[config.mk]
export PLATFORM = sky130hd
export DESIGN_NAME = arb_priority_8_flat
export DESIGN_NICKNAME = d
export VERILOG_FILES = /design/src/rtl/arb_priority_8_if.sv /design/src/rtl/arb_priority_8.sv /design/src/flat_wrapper.sv
export SDC_FILE = /design/constraint.sdc
export NUM_CORES = 1
export LEC_CHECK = 0
export CAP_MARGIN = 20
export CORE_MARGIN = 2
export CORE_UTILIZATION = 45
export CTS_CLUSTER_SIZE = 28
export DETAILED_ROUTE_END_ITERATION = 16
export PLACE_DENSITY = 0.72
export RECOVER_POWER = 25
export SLEW_MARGIN = 20
export SYNTH_ARGS = -nofsm -noshare
export SYNTH_HDL_FRONTEND = slang
export SYNTH_SLANG_ARGS = --single-unit
[constraint.sdc]
create_clock -name clk -period 2.95 [get_ports clk]
set_input_delay 0.885 -clock clk [delete_from_list [all_inputs] [get_ports clk]]
set_output_delay 0.885 -clock clk [all_outputs]
set_load 0.05 [all_outputs]
[src/rtl/arb_priority_8_if.sv]
// arb_priority_8_if: request/grant bundle between the requesting agents (master)
// and the arbiter (slave).
interface arb_priority_8_if;
  logic [7:0] req;
  logic       rel;
  logic [7:0] gnt;
  logic [2:0] gnt_id;
  logic       gnt_valid;
  logic       timeout;

  modport master (
    output req, rel,
    input  gnt, gnt_id, gnt_valid, timeout
  );

  modport slave (
    input  req, rel,
    output gnt, gnt_id, gnt_valid, timeout
  );
endinterface

[src/rtl/arb_priority_8.sv]
// arb_priority_8: eight-requester arbiter with grant hold, release and forced timeout.
// Define ARB_ROUND_ROBIN_EN to replace fixed priority (bit 7 highest) with rotating priority.
module arb_priority_8 #(
  parameter int HOLD_MAX = 16,
  parameter int CNT_W    = 8
) (
  input  logic            clk,
  input  logic            rst,
  arb_priority_8_if.slave bus
);

  typedef enum logic {
    IDLE  = 1'b0,
    GRANT = 1'b1
  } state_t;

  state_t           r_state;
  state_t           w_state_nxt;
  logic [7:0]       r_gnt;
  logic [7:0]       w_gnt_nxt;
  logic [2:0]       r_gnt_id;
  logic [2:0]       w_gnt_id_nxt;
  logic             r_gnt_valid;
  logic             w_gnt_valid_nxt;
  logic             r_timeout;
  logic             w_timeout_nxt;
  logic [CNT_W-1:0] r_cnt;
  logic [CNT_W-1:0] w_cnt_nxt;

  logic [2:0]       w_win_id;
  logic             w_req_any;
  logic             w_rel_normal;
  logic             w_hold_expired;

  assign w_req_any      = |bus.req;
  assign w_rel_normal   = bus.rel | ~bus.req[r_gnt_id];
  assign w_hold_expired = (r_cnt == CNT_W'(HOLD_MAX));

`ifdef ARB_ROUND_ROBIN_EN
  logic [2:0] r_last;
  logic [2:0] w_cand;

  // Scan from lowest to highest priority so the last hit is the winner; last itself is lowest.
  always_comb begin
    w_win_id = r_last;
    w_cand   = r_last;
    for (int i = 8; i >= 1; i--) begin
      w_cand = r_last - 3'(i);
      if (bus.req[w_cand]) begin
        w_win_id = w_cand;
      end
    end
  end

  always_ff @(posedge clk or posedge rst) begin
    if (rst) begin
      r_last <= 3'd0;
    end else if (r_state == IDLE && w_req_any) begin
      r_last <= w_win_id;
    end
  end
`else
  always_comb begin
    w_win_id = 3'd0;
    for (int i = 0; i < 8; i++) begin
      if (bus.req[i]) begin
        w_win_id = 3'(i);
      end
    end
  end
`endif

  // Normal release is tested before the hold limit so a coinciding rel suppresses timeout.
  always_comb begin
    w_state_nxt     = r_state;
    w_gnt_nxt       = r_gnt;
    w_gnt_id_nxt    = r_gnt_id;
    w_gnt_valid_nxt = r_gnt_valid;
    w_timeout_nxt   = 1'b0;
    w_cnt_nxt       = r_cnt;
    case (r_state)
      IDLE: begin
        if (w_req_any) begin
          w_state_nxt     = GRANT;
          w_gnt_nxt       = 8'd1 << w_win_id;
          w_gnt_id_nxt    = w_win_id;
          w_gnt_valid_nxt = 1'b1;
          w_cnt_nxt       = CNT_W'(1);
        end
      end
      GRANT: begin
        if (w_rel_normal || w_hold_expired) begin
          w_state_nxt     = IDLE;
          w_gnt_nxt       = 8'd0;
          w_gnt_valid_nxt = 1'b0;
          w_timeout_nxt   = ~w_rel_normal;
          w_cnt_nxt       = '0;
        end else begin
          w_cnt_nxt = r_cnt + CNT_W'(1);
        end
      end
      default: begin
        w_state_nxt     = IDLE;
        w_gnt_nxt       = 8'd0;
        w_gnt_valid_nxt = 1'b0;
        w_cnt_nxt       = '0;
      end
    endcase
  end

  always_ff @(posedge clk or posedge rst) begin
    if (rst) begin
      r_state     <= IDLE;
      r_gnt       <= 8'd0;
      r_gnt_id    <= 3'd0;
      r_gnt_valid <= 1'b0;
      r_timeout   <= 1'b0;
      r_cnt       <= '0;
    end else begin
      r_state     <= w_state_nxt;
      r_gnt       <= w_gnt_nxt;
      r_gnt_id    <= w_gnt_id_nxt;
      r_gnt_valid <= w_gnt_valid_nxt;
      r_timeout   <= w_timeout_nxt;
      r_cnt       <= w_cnt_nxt;
    end
  end

  assign bus.gnt       = r_gnt;
  assign bus.gnt_id    = r_gnt_id;
  assign bus.gnt_valid = r_gnt_valid;
  assign bus.timeout   = r_timeout;

endmodule

[src/flat_wrapper.sv]
// flat-port wrapper written by rule: the top's interface ports become plain ports
module arb_priority_8_flat 
#(
  parameter int HOLD_MAX = 16,
  parameter int CNT_W    = 8
)
  (clk, rst, bus_req, bus_rel, bus_gnt, bus_gnt_id, bus_gnt_valid, bus_timeout);
  arb_priority_8_if bus_i ();
  input  logic clk;
  input  logic rst;
  input wire logic [$bits(bus_i.req)-1:0] bus_req;
  input wire logic [$bits(bus_i.rel)-1:0] bus_rel;
  output wire logic [$bits(bus_i.gnt)-1:0] bus_gnt;
  output wire logic [$bits(bus_i.gnt_id)-1:0] bus_gnt_id;
  output wire logic [$bits(bus_i.gnt_valid)-1:0] bus_gnt_valid;
  output wire logic [$bits(bus_i.timeout)-1:0] bus_timeout;
  assign bus_i.req = bus_req;
  assign bus_i.rel = bus_rel;
  assign bus_gnt = bus_i.gnt;
  assign bus_gnt_id = bus_i.gnt_id;
  assign bus_gnt_valid = bus_i.gnt_valid;
  assign bus_timeout = bus_i.timeout;
  arb_priority_8 #(.HOLD_MAX(HOLD_MAX), .CNT_W(CNT_W)) u_core (.clk(clk), .rst(rst), .bus(bus_i));
endmodule
# ---- Word level (Yosys, flattened, before mapping)
# Index checks and enable logic that the tools add are counted.
dict set report totals {
  input_bits 11
  register_bits 22
  word_cells 43
}
dict set report classes {
  shift 1
  bitwise 4
  eq_ne 3
  reduce_logical 4
  order_cmp 1
  n_addsub 1
  n_mux 23
}
# operator count
set op_table {}
lappend op_table {{$mux W8} 4}
lappend op_table {{$pmux W8 S2} 2}
lappend op_table {{$mux W3} 4}
lappend op_table {{$add A8 B1 Y8 const B} 1}
lappend op_table {{$eq A8 B5 Y1 const B} 1}
lappend op_table {{$mux W1} 8}
lappend op_table {{$reduce_or A8 Y1} 1}
lappend op_table {{$shl A1 B3 Y8 const A} 1}
lappend op_table {{$lt A3 B4 Y1 const B} 1}
lappend op_table {{$mux W2} 2}
lappend op_table {{$pmux W1 S2} 2}
lappend op_table {{$reduce_and A2 Y1} 2}
lappend op_table {{$bmux W1 S3} 1}
lappend op_table {{$not A1 Y1} 3}
lappend op_table {{$ne A2 B1 Y1 const B} 1}
lappend op_table {{$ne A2 B2 Y1 const B} 1}
lappend op_table {{$logic_or A1 B1 Y1} 1}
lappend op_table {{$or A1 B1 Y1} 1}

# ---- Depth between registers and ports, before layout
# Gate-level depths: netlist (run 1).
dict set report logic_depth {
  word_depth 10
  ltp_mapped 7
  depth_no_buf 7
}

# ---- Least setup slack after synthesis (run 1)
# No wires, ideal clock.
dict set report synth_path {
  kind {input-to-reg}
  from {input port bus_req[1]}
  to {register u_core.r_cnt[6]}
  required_time_ns 2.822
  setup_slack_ns 0.921
  arrival_ns 1.902
  path_stages 6
  path_buffers 1
  setup_time_ns 0.128
  path_cell_list {nor4_1 -> and3_2 -> clkbuf_2 -> nor3_1 -> a21oi_1 -> o21ai_0}
}
dict set report synth_via {
  elab_chain_len 7
}
# item line_no
set synth_lines {}
lappend synth_lines {{from (decl)} flat_wrapper.sv:11} ;# input wire logic [$bits(bus_i.req)-1:0] bus_req;
lappend synth_lines {{$bmux W1 S3} arb_priority_8.sv:36} ;# assign w_rel_normal = bus.rel | ~bus.req[r_gnt_id];
lappend synth_lines {{$mux W1 (implied by the code)} arb_priority_8.sv:36}
lappend synth_lines {{$not A1 Y1} arb_priority_8.sv:36}
lappend synth_lines {{$or A1 B1 Y1} arb_priority_8.sv:36}
lappend synth_lines {{$logic_or A1 B1 Y1} arb_priority_8.sv:92} ;# if (w_rel_normal || w_hold_expired) begin
lappend synth_lines {{$mux W8} arb_priority_8.sv:92}
lappend synth_lines {{$pmux W8 S2} arb_priority_8.sv:81} ;# case (r_state)
lappend synth_lines {{to (signal assigned)} arb_priority_8.sv:125} ;# r_cnt <= w_cnt_nxt;
lappend synth_lines {{to (decl)} arb_priority_8.sv:27} ;# logic [CNT_W-1:0] r_cnt;
# Several ways; a longest one is shown, not always the timed one. The select of a mux whose other input is x is not followed.
# A chain may end at the register's enable or synchronous reset.

# ---- Worst setup path after layout (run 1)
dict set report layout_path {
  from {register u_core.r_gnt_id[0], in the netlist u_core.bus.gnt_id[0]}
  to {output port bus_gnt_id[0]}
}
# item line_no
set layout_rtl {}
lappend layout_rtl {{from (decl)} arb_priority_8.sv:21} ;# logic [2:0] r_gnt_id;
lappend layout_rtl {{from (signal assigned)} arb_priority_8.sv:122} ;# r_gnt_id <= w_gnt_id_nxt;
lappend layout_rtl {{to (decl)} flat_wrapper.sv:14} ;# output wire logic [$bits(bus_i.gnt_id)-1:0] bus_gnt_id;
# No word-level cell between the ends.

==> results of run 1 <==
[through the flow]
stage / cell area, sq um / cells / util (%)
2_1_floorplan: 1167 / 116 / -
3_3_place_gp: 1441 / 170 / 58.18
3_5_place_dp: 1441 / 170 / 58.18
4_1_cts: 1478 / 174 / 59.65
5_1_grt: 1474 / 174 / 59.49
6_report: 1474 / 174 / 59.49
[worst max path at each step]
stage / from / endpoint / slack, ns
finish: u_core.bus.gnt_id[0] / bus_gnt_id[0] / 0.37
CTS: u_core.bus.gnt_id[0] / bus_gnt_id[0] / 0.37
global placement: bus_req[4] / u_core.bus.gnt[7] / 0.25
floorplan: bus_req[1] / u_core.r_cnt[6] / 0.92
global route: u_core.bus.gnt_id[0] / bus_gnt_id[0] / 0.33
detailed placement: bus_req[1] / u_core.r_cnt[5] / 0.26
[per-layer routing]
| metal | part of all wire (%) | vias up | GRT usage [%] | wire length (um) |
|---|---|---|---|---|
| met5 | 0 | - | 0 | 0 |
| met4 | 0.69 | 0 | 6.098 | 17 |
| met3 | 4.1 | 3 | 3.495 | 102 |
| met2 | 44 | 28 | 28.37 | 1089 |
| met1 | 51 | 449 | 26.23 | 1260 |
| li1 | - | 476 | - | - |
[logic make-up after synthesis]
family,after synthesis
AO/OA/AOI/OAI,30
flip-flops,22
adder cells (fa/ha/maj),2
XOR/XNOR,2
buffers and inverters,11
AND/OR/NAND/NOR,44
multiplexers,5
[cells in the final DEF, fill, tap and decap left out, types with 2 or more instances in the layout]
cell type | Yosys | final
nor4_1 | 3 | 3
and3_2 | 2 | 2
nand2_1 | 11 | 11
nand3_1 | 3 | 3
buf_4 | 0 | 2
ha_1 | 2 | 2
clkbuf_4 | 0 | 3
inv_1 | 9 | 9
nor3_1 | 2 | 2
a21oi_1 | 7 | 7
dfrtp_1 | 22 | 22
a22o_1 | 4 | 4
a32o_1 | 2 | 2
mux2i_1 | 4 | 4
nor2_1 | 10 | 10
o2bb2ai_1 | 3 | 3
o21ai_0 | 5 | 5
clkdlybuf4s50_1 | 0 | 22
[power groups by stage]
stage	logic, mW	registers [mW]	clock network, mW
2_1_floorplan	0.258	0.542	0
3_3_place_gp	0.501	0.434	0
3_5_place_dp	0.508	0.433	0
4_1_cts	0.509	0.427	0.174
5_1_grt	0.545	0.439	0.178
6_report	0.504	0.429	0.167
[registers in the layout (all words and copies together) (netlist names)]
| signal | flops |
|---|---|
| u_core.r_state | 1 |
| u_core.bus.gnt_valid | 1 |
| u_core.bus.timeout | 1 |
| u_core.bus.gnt | 8 |
| u_core.r_cnt | 8 |
| u_core.bus.gnt_id | 3 |
[synthesized netlist by cell type (3+ instances only)]
cell type	instances	share of area, %
o2bb2ai_1	3	2.3
mux2i_1	4	3.4
a22o_1	4	3.0
nor2_1	10	3.2
nor4_1	3	1.6
a21oi_1	7	3.0
nand2_1	11	3.5
o21ai_0	5	2.1
nand3_1	3	1.3
inv_1	9	2.9
dfrtp_1	22	47
[cell type report]
| cell class | count | area [sq um] | share of cell area [%] |
|---|---|---|---|
| clock buffer | 4 | 36.28 | 2.462 |
| inverter | 9 | 33.78 | 2.292 |
| multi-input combinational | 83 | 566.8 | 38.46 |
| sequential | 22 | 550.5 | 37.35 |
| tap | 30 | 37.54 | 2.547 |
| timing repair buffer | 26 | 249.0 | 16.89 |
==> impl_metrics.csv, run 1 <==
group,metric,value,unit
critical_path,end_kind,"primary output",
drt,drc,0,
drt,drtPass1Iterations,4,
critical_path,rr_worst_depth,5,
critical_path,crit_cells,1,
drt,route.vias.total,956,
hold_path,hold_start,"u_core.bus.gnt[2]",
power,clkPwrFrac,15.2,%
critical_path,worst_setup_path_start_kind,"flop",
floorplan,fp.dieH,54.93,um
cts,post-cts-setup-buffers,0,
cts,cts_made_buffers,3,
outcome,status,"completed",
sta,period_minus_slack,2.581,ns
sta,finalHoldViolCount,0,
sta,fin_hold_ws,0.5153,ns
grt,overflow,0,
sta,fmax,387.5,MHz
grt,grt_pass1_wl,3981,um
synthesis,synthAdderAreaFrac,2.144,%
synthesis,synth_edf_count,0,
hold_path,hold_class,"flop to flop",
critical_path,critPathSlowestCell,"clkdlybuf4s50_1",
sta,slew_headroom,22.97,%
place,dp_worst_setup_slack,0.2595,ns
layout,antenna_cells,0,
sta,fin_setup_tns,0,ns
synthesis,synth_compound_area_share,19.61,%
place,dp_hpwl,1898,um
drt,drtIter0Drc,22,
sta,setup_violations,0,
synthesis,yosysUniqueCellTypes,42,
layout,nets,158,
drt,avgViaCountPerCell,5.494,
cts,cts_tree,"built",
cts,path_clk_slew,0.12,ns
cts,clock_sinks,22,
critical_path,rr_startpoint,"u_core.bus.gnt_id[0]",
hold_path,hold_depth,1,
power,p_int,0.6318,mW
grt,antenna_found_initial,0,
critical_path,cp.buffers_inverters,1,
synthesis,synth_xor_area_share,1.501,%
floorplan,die_w,54.93,um
cts,htree_levels,1,
sta,rsz0062_at_grt,"no",
place,gp_congestion,0.8154,
power,p_sw_share,42.56,%
floorplan,start_util,47.12,%
synthesis,ys_warn_count,0,
sta,worst_pin_slew,1.155,ns
power,p_sw,0.4682,mW
power,p_per_area,746.4,nW/um^2
floorplan,num_rows,18,
critical_path,crit_type,"flop to primary output",
critical_path,crit_fanout,6,
layout,n_fill_cell,222,
cts,clk_latency,0.31,ns
grt,grt_max_degree,23,
cts,cts_resized,0,
synthesis,ys_seq_area_share,47.16,%
drt,antenna_left,0,
floorplan,core_area,2477,sq um
place,port_buffers,23,
synthesis,ys.flop_type,"dfrtp_1",
cts,cts_hold_buf,0,
power,p_total,1.100,mW
synthesis,synthCells,116,
synthesis,yosys.area_share.simple,20.90,%
synthesis,ys_ff_latch,22,
power,vdd_drop_max,0.6240,mV
floorplan,io_pins,24,
layout,area_growth_syn_to_layout,26.26,%
synthesis,async_reset_ff_share,100.0,%
sta,setup_slack,0.3691,ns
sta,min_period_over_period,87.49,%
drt,wl_per_cell,14.19,um
synthesis,syn_nets,129,
power,sequentialPowerShare,39.0,%
critical_path,rr_endpoint,"u_core.r_cnt[5]",
hold_path,hold-path-endpoint,"u_core.bus.gnt[2]",
floorplan,die_area,3017,sq um
grt,grt_pass1_vias,881,
critical_path,slowest_delay,0.86,ns
sta,finClkSkew,0.003872,ns
critical_path,worst-r2r-setup-slack,1.09,ns
synthesis,synth_top_family_by_area,"simple AND/OR/NAND/NOR gates",
sta,report.final.slew_viol_count,0,
critical_path,critPathArrivalTime,1.70,ns
critical_path,crit_required,2.07,ns
synthesis,avgSynthCellArea,10.06,sq um
synthesis,syn_area,1167,sq um
critical_path,crit_chain,"clkdlybuf4s50_1",
synthesis,synthMuxAreaShare,4.394,%
power,p_leak,0.6488,nW
cts,cts-root-buf,"clkbuf_4",
cts,clockBufferDepth,2,
grt,gr-usage-all-layers,18.41,%
power,pwr-share-comb,45.9,%
critical_path,crit_family,"buffers and inverters",
flow_run,maxCapViolations,0,
layout,drive_gt1_share,11.11,%
drt,routed_wl,2469,um
No activity file was read; power rests on OpenSTA's default activity.
==> inputs of run 2 (changes only) <==
--- a/config.mk
+++ b/config.mk
@@ -7,10 +7,9 @@
 export LEC_CHECK = 0
 export CAP_MARGIN = 20
 export CORE_MARGIN = 2
-export CORE_UTILIZATION = 45
+export CORE_UTILIZATION = 30
 export CTS_CLUSTER_SIZE = 28
 export DETAILED_ROUTE_END_ITERATION = 16
-export PLACE_DENSITY = 0.72
 export RECOVER_POWER = 25
 export SLEW_MARGIN = 20
 export SYNTH_ARGS = -nofsm -noshare
==> run 2 against run 1 <==
Sequential share of layout area down 0.50 points. Worst hold slack lost 0.019 ns. Count of clock-buffer cells in the layout down 1. Total power increased by 2.1%. Final area up 1.4%. Utilization shrank 19 points. Worst setup slack improved by 0.040 ns. Highest routed layer unchanged. Routed wire length up 4.3%. Clock skew fell by 0.0028 ns. Non-clock buffer count down 1. Maximum frequency rose by 1.6%. Clock power increased by 13%. Critical path type is now primary input to flop.
==> impl_metrics.csv, run 2 (synthesis results as in run 1) <==
group,metric,value,unit
grt,antenna_found_initial,0,
cts,post-cts-setup-buffers,0,
layout,regArea,550.5,sq um
sta,finClkSkew,0.001096,ns
power,p_per_area,751.7,nW/um^2
place,dp_hpwl,1971,um
layout,multi_input_area,566.8,sq um
drt,wl_per_cell,13.55,um
layout,nets,157,
critical_path,end_kind,"flop",
drt,routed_wl,2574,um
floorplan,core_area,3689,sq um
flow_run,maxCapViolations,0,
layout,area_growth_syn_to_layout,27.97,%
floorplan,num_rows,22,
cts,clockBufferDepth,2,
sta,slew_headroom,20.68,%
grt,overflow,0,
cts,cts_made_buffers,3,
layout,stdcell_area,1494,sq um
drt,drtIter0Drc,53,
sta,finalHoldViolCount,0,
sta,setup_violations,0,
place,port_buffers,23,
drt,antenna_left,0,
sta,min_period_over_period,86.12,%
cts,cts_resized,0,
drt,drc,0,
sta,worst_pin_slew,1.190,ns
grt,grt_pass1_vias,936,
critical_path,crit_type,"primary input to flop",
floorplan,start_util,31.65,%
critical_path,cp.buffers_inverters,1,
grt,grt_max_degree,23,
floorplan,die_area,4406,sq um
critical_path,crit_fanout,8,
cts,cts_hold_buf,0,
floorplan,fp.dieH,66.38,um
outcome,status,"completed",
place,placed_area,1456,sq um
critical_path,crit_top_cell,"nand2_1",
critical_path,critPathArrivalTime,2.75,ns
cts,cts-root-buf,"clkbuf_8",
place,gp_congestion,0.8282,
critical_path,crit_required,3.16,ns
cts,clock_sinks,22,
drt,avgViaCountPerCell,5.095,
grt,gr-usage-all-layers,13.51,%
critical_path,crit_chain,"clkdlybuf4s50_1, nor4_1, and2_1, nand2_1, nand2_1, a22o_1",
cts,cts_tree,"built",
power,vdd_drop_max,0.2434,mV
hold_path,hold_class,"flop to flop",
floorplan,die_w,66.38,um
cts,path_clk_slew,0.07,ns
critical_path,critPathSlowestCell,"clkdlybuf4s50_1",
layout,final_cell_mix,"clkdlybuf4s50_1 (22), dfrtp_1 (22), nand2_1 (11)",
critical_path,crit_family,"simple AND/OR/NAND/NOR gates",
critical_path,worst_setup_path_start_kind,"primary input",
sta,rsz0062_at_grt,"no",
cts,htree_levels,1,
critical_path,slowest_delay,0.54,ns
layout,n_fill_cell,371,
floorplan,io_pins,24,
sta,period_minus_slack,2.540,ns
sta,fmax,393.6,MHz
grt,grt_pass1_wl,4519,um
layout,drive_gt1_share,9.859,%
cts,clk_latency,0.27,ns
sta,report.final.slew_viol_count,0,
sta,fin_setup_tns,0,ns
drt,route.vias.total,968,
power,p_leak,0.6440,nW
layout,antenna_cells,0,
drt,drtPass1Iterations,4,
run 2: area by class of cell:
cell class                 count  area share, %
clock buffer                   3          2.764
inverter                       9          2.261
multi-input combinational     83          37.94
sequential                    22          36.85
tap                           48          4.020
timing repair buffer          25          16.16
run 2: metal layers:
metal  GRT usage [%]  vias up  routed length, um
li1                -      470                  -
met1           18.51      468               1167
met2           20.88       25               1255
met3           1.533        5                 85
met4           6.888        0                 65
met5               0        -                  0
run 2: power breakdown:
part	internal (mW)	switching, mW	leakage [nW]
Combinational	0.198	0.312	0.335
Sequential	0.359	0.0666	0.287
Clock	0.0914	0.0962	0.0216
run 2: per-stage QoR:
stage | setup slack, ns | power, mW | instances | utilization, % | hold WS (ns)
finish | 0.4095 | 1.123 | 190 | 40.50 | 0.4962
global route | 0.2689 | 1.203 | 190 | 40.50 | 0.5260
CTS | 0.4450 | 1.134 | 190 | 40.60 | 0.5049
detailed placement | 0.1666 | 0.9432 | 187 | 39.48 | 0.4876
global placement | 0.08414 | 0.9371 | 187 | 39.48 | 0.4830
floorplan | 0.9205 | 0.7999 | 116 | - | 0.4914
run 2: final timing paths:
kind | startpoint | end | slack [ns] | cells after the start
min in group asynchronous | rst | u_core.r_cnt[1] | 1.43 | 3
max reg2reg | u_core.r_cnt[0] | u_core.r_cnt[5] | 1.09 | 7
min reg2reg | u_core.bus.gnt[0] | u_core.bus.gnt[0] | 0.50 | 1
max in group asynchronous | rst | u_core.bus.gnt_id[0] | 0.82 | 3
min | u_core.bus.gnt[0] | u_core.bus.gnt[0] | 0.50 | 1
max | bus_req[5] | u_core.bus.gnt[4] | 0.41 | 6
run 2: worst reg2reg max path, cell delays in order, from the launching register on:
cell	delay, ns
dfrtp_1	0.41
inv_1	0.06
ha_1	0.19
and2b_1	0.15
nand4_1	0.16
nand4_4	0.19
or4_1	0.54
o21ai_1	0.09
==> inputs of run 3 (changes only) <==
--- a/config.mk
+++ b/config.mk
@@ -10,7 +10,9 @@
 export CORE_UTILIZATION = 30
 export CTS_CLUSTER_SIZE = 28
 export DETAILED_ROUTE_END_ITERATION = 16
+export HOLD_SLACK_MARGIN = 0.12
 export RECOVER_POWER = 25
+export REMOVE_ABC_BUFFERS = 1
 export SLEW_MARGIN = 20
 export SYNTH_ARGS = -nofsm -noshare
 export SYNTH_HDL_FRONTEND = slang
==> run 3 against run 2 <==
Maximum frequency grew 0.25%. Via count is 3.7% lower. Worst setup slack better by 0.0062 ns. Cell count rose by 0.53%. Sequential cell count unchanged. Count of clock-buffer cells in the layout unchanged. Register-to-register slack about the same. Critical path depth is the same. Combinational power shrank 1%.
==> impl_metrics.csv, run 3 (synthesis results as in run 1) <==
group,metric,value,unit
place,dp_hpwl,1882,um
drt,antenna_left,0,
sta,fin_setup_tns,0,ns
critical_path,rr_endpoint,"u_core.r_cnt[5]",
layout,antenna_cells,0,
place,gp_congestion,0.8585,
sta,slew_headroom,21.29,%
floorplan,start_util,31.65,%
layout,final_cell_mix,"clkdlybuf4s50_1 (22), dfrtp_1 (22), nand2_1 (11)",
sta,report.final.slew_viol_count,0,
flow_run,maxCapViolations,0,
critical_path,end_kind,"flop",
cts,clk_latency,0.26,ns
cts,post-cts-setup-buffers,0,
floorplan,die_w,66.38,um
floorplan,num_rows,22,
power,vdd_drop_max,0.5276,mV
drt,avgViaCountPerCell,4.880,
grt,antenna_found_initial,0,
drt,routed_wl,2412,um
cts,cts_made_buffers,3,
sta,rsz0062_at_grt,"no",
floorplan,die_area,4406,sq um
hold_path,hold_start,"u_core.bus.gnt[0]",
critical_path,crit_type,"primary input to flop",
critical_path,endpoint,"u_core.bus.gnt[4]",
cts,clock_sinks,22,
critical_path,crit_start,"bus_req[5]",
layout,area_growth_syn_to_layout,30.55,%
layout,nets,157,
sta,period_minus_slack,2.534,ns
critical_path,worst_setup_path_start_kind,"primary input",
cts,path_clk_slew,0.08,ns
place,dp_worst_setup_slack,0.1317,ns
sta,setup_slack,0.4158,ns
cts,cts_resized,0,
drt,drc,0,
cts,clockBufferDepth,2,
sta,min_period_over_period,85.91,%
outcome,status,"completed",
cts,htree_levels,1,
floorplan,core_area,3689,sq um
grt,gr-usage-all-layers,12.31,%
drt,drtIter0Drc,34,
sta,worst_pin_slew,1.181,ns
floorplan,io_pins,24,
critical_path,crit_required,3.15,ns
cts,cts_hold_buf,0,
grt,overflow,0,
layout,drive_gt1_share,10.49,%
grt,grt_pass1_wl,4236,um
critical_path,worst-r2r-setup-slack,1.10,ns
critical_path,critPathArrivalTime,2.73,ns
drt,wl_per_cell,12.63,um
grt,grt_max_degree,23,
sta,fmax,394.6,MHz
critical_path,crit_fanout,8,
sta,setup_violations,0,
grt,grt_pass1_vias,898,
layout,utilization,41.32,%
place,port_buffers,23,
sta,finalHoldViolCount,0,
sta,finClkSkew,0.008850,ns
hold_path,hold_class,"flop to flop",
layout,n_fill_cell,359,
sta,fin_hold_ws,0.4978,ns
cts,cts_tree,"built",
drt,route.vias.total,932,
critical_path,rr_startpoint,"u_core.r_cnt[0]",
cts,cts-root-buf,"clkbuf_8",
power,p_leak,0.6582,nW
floorplan,fp.dieH,66.38,um
critical_path,rr_worst_depth,7,
drt,drtPass1Iterations,4,
power,p_per_area,793.3,nW/um^2
-- run 3: cell type report --
| type | instances | area [sq um] | share of cell area (%) |
|---|---|---|---|
| clock buffers | 3 | 41.29 | 2.709 |
| multi-input cells | 83 | 566.8 | 37.19 |
| well taps | 48 | 60.06 | 3.941 |
| inverters | 9 | 33.78 | 2.217 |
| clock inverters | 1 | 30.03 | 1.970 |
| repair buffers | 25 | 241.5 | 15.85 |
| flip-flops and latches | 22 | 550.5 | 36.12 |
-- run 3: per-stage QoR --
stage	total power [mW]	std cells	area, sq um
detailed placement	0.9388	187	1456
floorplan	0.7850	114	1151
global placement	0.9387	187	1456
CTS	1.222	191	1528
finish	1.209	191	1524
global route	1.296	191	1524
-- run 3: worst min-delay path by stage --
stage                             end  slack [ns]  depth (start not counted)
global route        u_core.bus.gnt[0]        0.52                          1
finish              u_core.bus.gnt[0]        0.50                          1
detailed placement  u_core.bus.gnt[0]        0.48                          1
CTS                 u_core.bus.gnt[0]        0.50                          1
global placement    u_core.bus.gnt[5]        0.49                          1
floorplan             u_core.r_cnt[7]        0.49                          2
-- run 3: critical path, cell delays in order --
cell and delay [ns]:
clkdlybuf4s50_1 0.52, nor4_1 0.53, and2_1 0.27, nand2_1 0.11, nand2_1 0.23, a22o_1 0.19
-- run 3: power by group --
group          total, mW  leakage (nW)  switching, mW  internal (mW)
Sequential         0.426         0.287         0.0669          0.359
Clock              0.279        0.0357         0.0974          0.181
Combinational      0.504         0.335          0.306          0.198
Total               1.21         0.658          0.471          0.738
-- run 3: layer usage --
metal	vias up	routed length (um)	GRT usage, %
li1	472	-	-
met1	437	1224	18.75
met2	21	1096	17.50
met3	2	60	2.044
met4	0	31	3.827
met5	-	0	0
